$ cat src/rtl/recog_pkg.sv
// rtl/recog_pkg.sv - shared types, widths and frame sizing for the match event reporter
package recog_pkg;

  typedef enum logic [1:0] {
    RPT_IDLE  = 2'd0,
    RPT_SHIFT = 2'd1,
    RPT_GAP   = 2'd2
  } rpt_state_t;

  localparam int CNT_W_DEF = 8;
  localparam int RUN_W_DEF = 4;

  // Frame is {count, maxrun, ovf}
  function automatic int frame_w(input int cnt_w, input int run_w);
    return cnt_w + run_w + 1;
  endfunction

endpackage

$ cat src/rtl/match_event_reporter_if.sv
// rtl/match_event_reporter_if.sv - recogniser inputs and serial readout pins
interface match_event_reporter_if;
  logic MatchBit;
  logic MatchAll;
  logic ReadReq;
  logic SerOut;
  logic SerValid;
  logic Busy;

  modport master (output MatchBit, MatchAll, ReadReq, input SerOut, SerValid, Busy);
  modport slave  (input MatchBit, MatchAll, ReadReq, output SerOut, SerValid, Busy);
endinterface

$ cat src/rtl/serial_tx_shifter.sv
// rtl/serial_tx_shifter.sv - parallel-load, MSB-first serialiser with bit counter
module serial_tx_shifter #(
  parameter int W = 13
) (
  input  logic         Clock,
  input  logic         Reset,
  input  logic         load,
  input  logic [W-1:0] data,
  output logic         ser_out,
  output logic         ser_valid,
  output logic         done
);

  localparam int CW = $clog2(W + 1);

  logic [W-1:0]  sreg;
  logic [CW-1:0] left;

  // done flags the cycle carrying the final bit
  assign done = ser_valid && (left == '0);

  always_ff @(posedge Clock or negedge Reset) begin
    if (!Reset) begin
      sreg      <= '0;
      left      <= '0;
      ser_out   <= 1'b0;
      ser_valid <= 1'b0;
    end else if (load) begin
      sreg      <= data << 1;
      left      <= CW'(W - 1);
      ser_out   <= data[W-1];
      ser_valid <= 1'b1;
    end else if (ser_valid) begin
      if (done) begin
        ser_valid <= 1'b0;
        ser_out   <= 1'b0;
      end else begin
        ser_out <= sreg[W-1];
        sreg    <= sreg << 1;
        left    <= left - 1'b1;
      end
    end
  end

endmodule

$ cat src/rtl/match_event_reporter.sv
// rtl/match_event_reporter.sv - window statistics over recogniser matches, read out serially
module match_event_reporter
  import recog_pkg::*;
#(
  parameter int CNT_W = CNT_W_DEF,
  parameter int RUN_W = RUN_W_DEF
) (
  input logic                   Clock,
  input logic                   Reset,
  match_event_reporter_if.slave bus
);

  localparam int FRAME_W = frame_w(CNT_W, RUN_W);

  localparam logic [1:0] S_IDLE  = RPT_IDLE;
  localparam logic [1:0] S_SHIFT = RPT_SHIFT;
  localparam logic [1:0] S_GAP   = RPT_GAP;

  logic [1:0]       state;
  logic             busy_q;
  logic [CNT_W-1:0] count;
  logic [RUN_W-1:0] run;
  logic [RUN_W-1:0] maxrun;
  logic [RUN_W-1:0] run_next;
  logic [RUN_W-1:0] maxrun_next;
  logic             ovf;
  logic             accept;
  logic             shift_done;

  assign accept  = (state == S_IDLE) && bus.ReadReq;
  assign bus.Busy = busy_q;

  always_comb begin
    run_next = '0;
    if (bus.MatchBit) begin
      run_next = (&run) ? run : run + 1'b1;
    end
    maxrun_next = (run_next > maxrun) ? run_next : maxrun;
  end

  // On accept the old window is snapshotted; this edge's events start the new one
  always_ff @(posedge Clock or negedge Reset) begin
    if (!Reset) begin
      count  <= '0;
      run    <= '0;
      maxrun <= '0;
      ovf    <= 1'b0;
    end else begin
      run <= run_next;
      if (accept) begin
        count  <= {{(CNT_W-1){1'b0}}, bus.MatchAll};
        maxrun <= run_next;
        ovf    <= 1'b0;
      end else begin
        maxrun <= maxrun_next;
        if (bus.MatchAll) begin
          if (&count) ovf <= 1'b1;
          else        count <= count + 1'b1;
        end
      end
    end
  end

  always_ff @(posedge Clock or negedge Reset) begin
    if (!Reset) begin
      state  <= S_IDLE;
      busy_q <= 1'b0;
    end else begin
      case (state)
        S_IDLE: if (accept) begin
          state  <= S_SHIFT;
          busy_q <= 1'b1;
        end
        S_SHIFT: if (shift_done) state <= S_GAP;
        S_GAP: begin
          state  <= S_IDLE;
          busy_q <= 1'b0;
        end
        default: begin
          state  <= S_IDLE;
          busy_q <= 1'b0;
        end
      endcase
    end
  end

  serial_tx_shifter #(.W(FRAME_W)) u_shifter (
    .Clock     (Clock),
    .Reset     (Reset),
    .load      (accept),
    .data      ({count, maxrun, ovf}),
    .ser_out   (bus.SerOut),
    .ser_valid (bus.SerValid),
    .done      (shift_done)
  );

endmodule
$ cat src/flat_wrapper.sv
// flat-port wrapper written by rule: the top's interface ports become plain ports
module match_event_reporter_flat import recog_pkg::*;
#(
  parameter int CNT_W = CNT_W_DEF,
  parameter int RUN_W = RUN_W_DEF
)
  (Clock, Reset, bus_MatchBit, bus_MatchAll, bus_ReadReq, bus_SerOut, bus_SerValid, bus_Busy);
  match_event_reporter_if bus_i ();
  input logic Clock;
  input logic Reset;
  input wire logic [$bits(bus_i.MatchBit)-1:0] bus_MatchBit;
  input wire logic [$bits(bus_i.MatchAll)-1:0] bus_MatchAll;
  input wire logic [$bits(bus_i.ReadReq)-1:0] bus_ReadReq;
  output wire logic [$bits(bus_i.SerOut)-1:0] bus_SerOut;
  output wire logic [$bits(bus_i.SerValid)-1:0] bus_SerValid;
  output wire logic [$bits(bus_i.Busy)-1:0] bus_Busy;
  assign bus_i.MatchBit = bus_MatchBit;
  assign bus_i.MatchAll = bus_MatchAll;
  assign bus_i.ReadReq = bus_ReadReq;
  assign bus_SerOut = bus_i.SerOut;
  assign bus_SerValid = bus_i.SerValid;
  assign bus_Busy = bus_i.Busy;
  match_event_reporter #(.CNT_W(CNT_W), .RUN_W(RUN_W)) u_core (.Clock(Clock), .Reset(Reset), .bus(bus_i));
endmodule
$ cat config.mk
export PLATFORM = sky130hd
export DESIGN_NAME = match_event_reporter_flat
export DESIGN_NICKNAME = d
export VERILOG_FILES = /design/src/rtl/recog_pkg.sv /design/src/rtl/match_event_reporter_if.sv /design/src/rtl/serial_tx_shifter.sv /design/src/rtl/match_event_reporter.sv /design/src/flat_wrapper.sv
export SDC_FILE = /design/constraint.sdc
export NUM_CORES = 1
export LEC_CHECK = 0
export CELL_PAD_IN_SITES_DETAIL_PLACEMENT = 1
export CELL_PAD_IN_SITES_GLOBAL_PLACEMENT = 1
export CORE_UTILIZATION = 25
export CTS_CLUSTER_SIZE = 24
export DETAILED_ROUTE_END_ITERATION = 16
export PLACE_DENSITY_LB_ADDON = 0.1
export SLEW_MARGIN = 20
export SYNTH_ARGS = -nofsm -noshare
export SYNTH_HDL_FRONTEND = slang
export SYNTH_SLANG_ARGS = --single-unit
export TNS_END_PERCENT = 50
$ cat constraint.sdc
create_clock -name Clock -period 5.47 [get_ports Clock]
set_clock_uncertainty 0.1 [all_clocks]
set_input_delay 1.3675 -clock Clock [delete_from_list [all_inputs] [get_ports Clock]]
set_output_delay 1.3675 -clock Clock [all_outputs]
set_load 0.05 [all_outputs]
==> flow_summary.ini <==
[synthesis]
synth.avg_cell_area_sq_um = 9.584
ys_ff_latch = 38
yosys-top-cells-area = dfrtp_1 (51%), nand2_1 (7.5%), ha_1 (5.4%)
synth_top_area_share_pct = 51.14
synth.net_count = 207
yosys.area.top_type = dfrtp_1
seq_area_frac_synth_pct = 51.14
yosys_warnings = 0
ys_types = 36
syn_inst = 194
syn-cell-area_sq_um = 1859

[sta]
period_minus_slack_ps = 3308
slew_violations = 0
maxSlewHeadroom_pct = 35.51
worst_pin_slew_ps = 965.4
rsz0062_at_grt = no
setup_viol = 0
finalSetupTns_ps = 0
worst_hold_slack_ps = 382.6
finalWorstSetupSlack_ps = 2162
fmax_ghz = 0.3023
period_share_pct = 60.48
hold_viol = 0

[drt]
wl_per_cell_um = 13.94
drc = 0
antenna_left = 0
wl_met1_mm = 2.024
drt_iter0_markers = 61
avgViaCountPerCell = 4.570
top_layer_used = met4
wl_mm = 4.210
dr_wl_met3_um = 112
wl_met2_mm = 2.029
dr.pass1.iters = 4
num_vias = 1380

[layout]
design_area_sq_um = 2101
area_delta_synth_final_pct = 12.99
layout_commonest_cell = dfrtp_1
final_util_pct = 29.12
diodes = 0
layout_common_cells = dfrtp_1 (38), nand2_1 (37), nor2_1 (24)
nNetsFinal = 215
drive_above_1_share_pct = 9.360

[grt]
grt_pass1_vias = 1512
grt_pass1_wl_mm = 7.686
grt_max_degree = 39
grt_overflow_total = 0
antenna_found_initial = 0
gr-usage-all-layers_pct = 13.09

[clock_network]
path_clk_slew_ps = 70
clk_path_buf_depth = 2
cts_hold_buf = 0
insertion_delay_ps = 290
clock-sinks = 38
cts_tree = built
cts-resized-gates = 0
h-tree-depth = 2
postCtsSetupBuffers = 0
cts_made_buffers = 5
ctsRootBufferMaster = clkbuf_8

[setup_path]
start_kind = primary input
path_class = in2reg
cp.required_ps = 5540
worstPathArrival_ps = 3380
cp-end-kind = register
path_max_fanout = 4

[pwr]
ir_worst_vdd_uv = 116.6
power.leakage_uw = 0.0009292
p_per_area_nw_per_um2 = 495.2

[placed_design]
io_buffers = 7
place.gp.congestion = 0.7755
dpl_cell_area_sq_um = 2009
hpwl_mm = 2.962
pre_cts_slack_ps = 1826

[run]
max_cap_violations = 0

[die]
rows = 31
core-area_sq_um = 7214
fp.dieH_um = 88.24
start_util_pct = 25.77
fp.dieW_um = 88.24
io_pins = 8
die_area_sq_um = 7786

[hold_path]
hold_class = reg2reg

[status]
outcome = completed
[cell usage after synthesis]
master     count
dfrtp_1       38
nand2_1       37
nor2_1        24
a31oi_1       14
inv_1          9
nand3_1        9
ha_1           8
a21oi_1        5
o21ai_0        5
clkbuf_1       4
mux2_2         4
nor2b_1        4
nor3_1         4
xor2_1         4
mux2i_1        3
or2_2          2
a211oi_2       1
a221oi_2       1
a41o_1         1
and2_4         1
and4b_1        1
buf_2          1
buf_6          1
buf_8          1
nand2b_1       1
nand4_1        1
nor3b_1        1
nor4_1         1
o2111ai_1      1
o211ai_1       1
o21a_1         1
o311ai_0       1
o31ai_1        1
or3_1          1
or3b_4         1
xnor2_1        1
[stage by stage]
stage | power, uW | instances
final | 1040 | 302
after global routing | 1147 | 302
after CTS | 1060 | 302
after detailed placement | 849.3 | 294
after global placement | 833.0 | 294
after floorplan | 757.2 | 194
[layer usage]
layer,global-route usage (%),up-vias
met2,20.91,15
met5,0,-
met4,4.399,0
met3,3.078,4
li1,-,681
met1,17.48,680
[critical path, stage by stage]
cell	delay, ps
clkdlybuf4s50_1	510
o31ai_1	90
a21oi_1	250
ha_1	320
a21oi_1	200
a41o_1	110
nand3_1	170
mux2_2	360
[sequential cells by signal, summed over array words and instances, names as in the netlist]
| register | flops |
|---|---|
| u_core.run | 4 |
| u_core.u_shifter.ser_valid | 1 |
| u_core.u_shifter.ser_out | 1 |
| u_core.ovf | 1 |
| u_core.count | 8 |
| u_core.maxrun | 4 |
| u_core.state | 2 |
| u_core.u_shifter.left | 4 |
| u_core.u_shifter.sreg | 12 |
| u_core.bus.Busy | 1 |
[worst paths after layout]
check / to / cells after the start / slack [ps] / start
max in group asynchronous: u_core.u_shifter.sreg[6] / 1 / 3610 / Reset
min reg2reg: u_core.u_shifter.sreg[1] / 2 / 380 / u_core.ovf
max reg2reg: u_core.maxrun[3] / 9 / 2960 / u_core.run[0]
min: u_core.u_shifter.sreg[1] / 2 / 380 / u_core.ovf
max: u_core.maxrun[3] / 8 / 2160 / bus_MatchBit
min in group asynchronous: u_core.state[0] / 1 / 1100 / Reset
[layout make-up]
class                      instances  area [sq um]
fill                             856          5114
sequential                        38         950.9
multi-input combinational        140         828.3
tap                               99         123.9
clock buffer                       7         86.33
timing repair buffer               8         72.57
inverter                           9         33.78
clock inverter                     1         5.005
[kinds of logic (layout without fill, tap and decap cells)]
| group | Yosys count | in the layout | synth area share (%) |
|---|---|---|---|
| AOI/OAI and AO/OA | 32 | 32 | 11.57 |
| muxes | 7 | 7 | 4.038 |
| and+or+nand+nor | 88 | 88 | 21.20 |
| adders and majority gates | 8 | 8 | 5.384 |
| buffers and inverters | 16 | 25 | 4.306 |
| DFF | 38 | 38 | 51.14 |
| xor gates and xnor gates | 5 | 5 | 2.355 |
[report_power, final]
group	internal [uW]	switching (uW)
clock network	102	100
registers	375	75.5
logic	161	228
(Power assumes the default switching activity.)
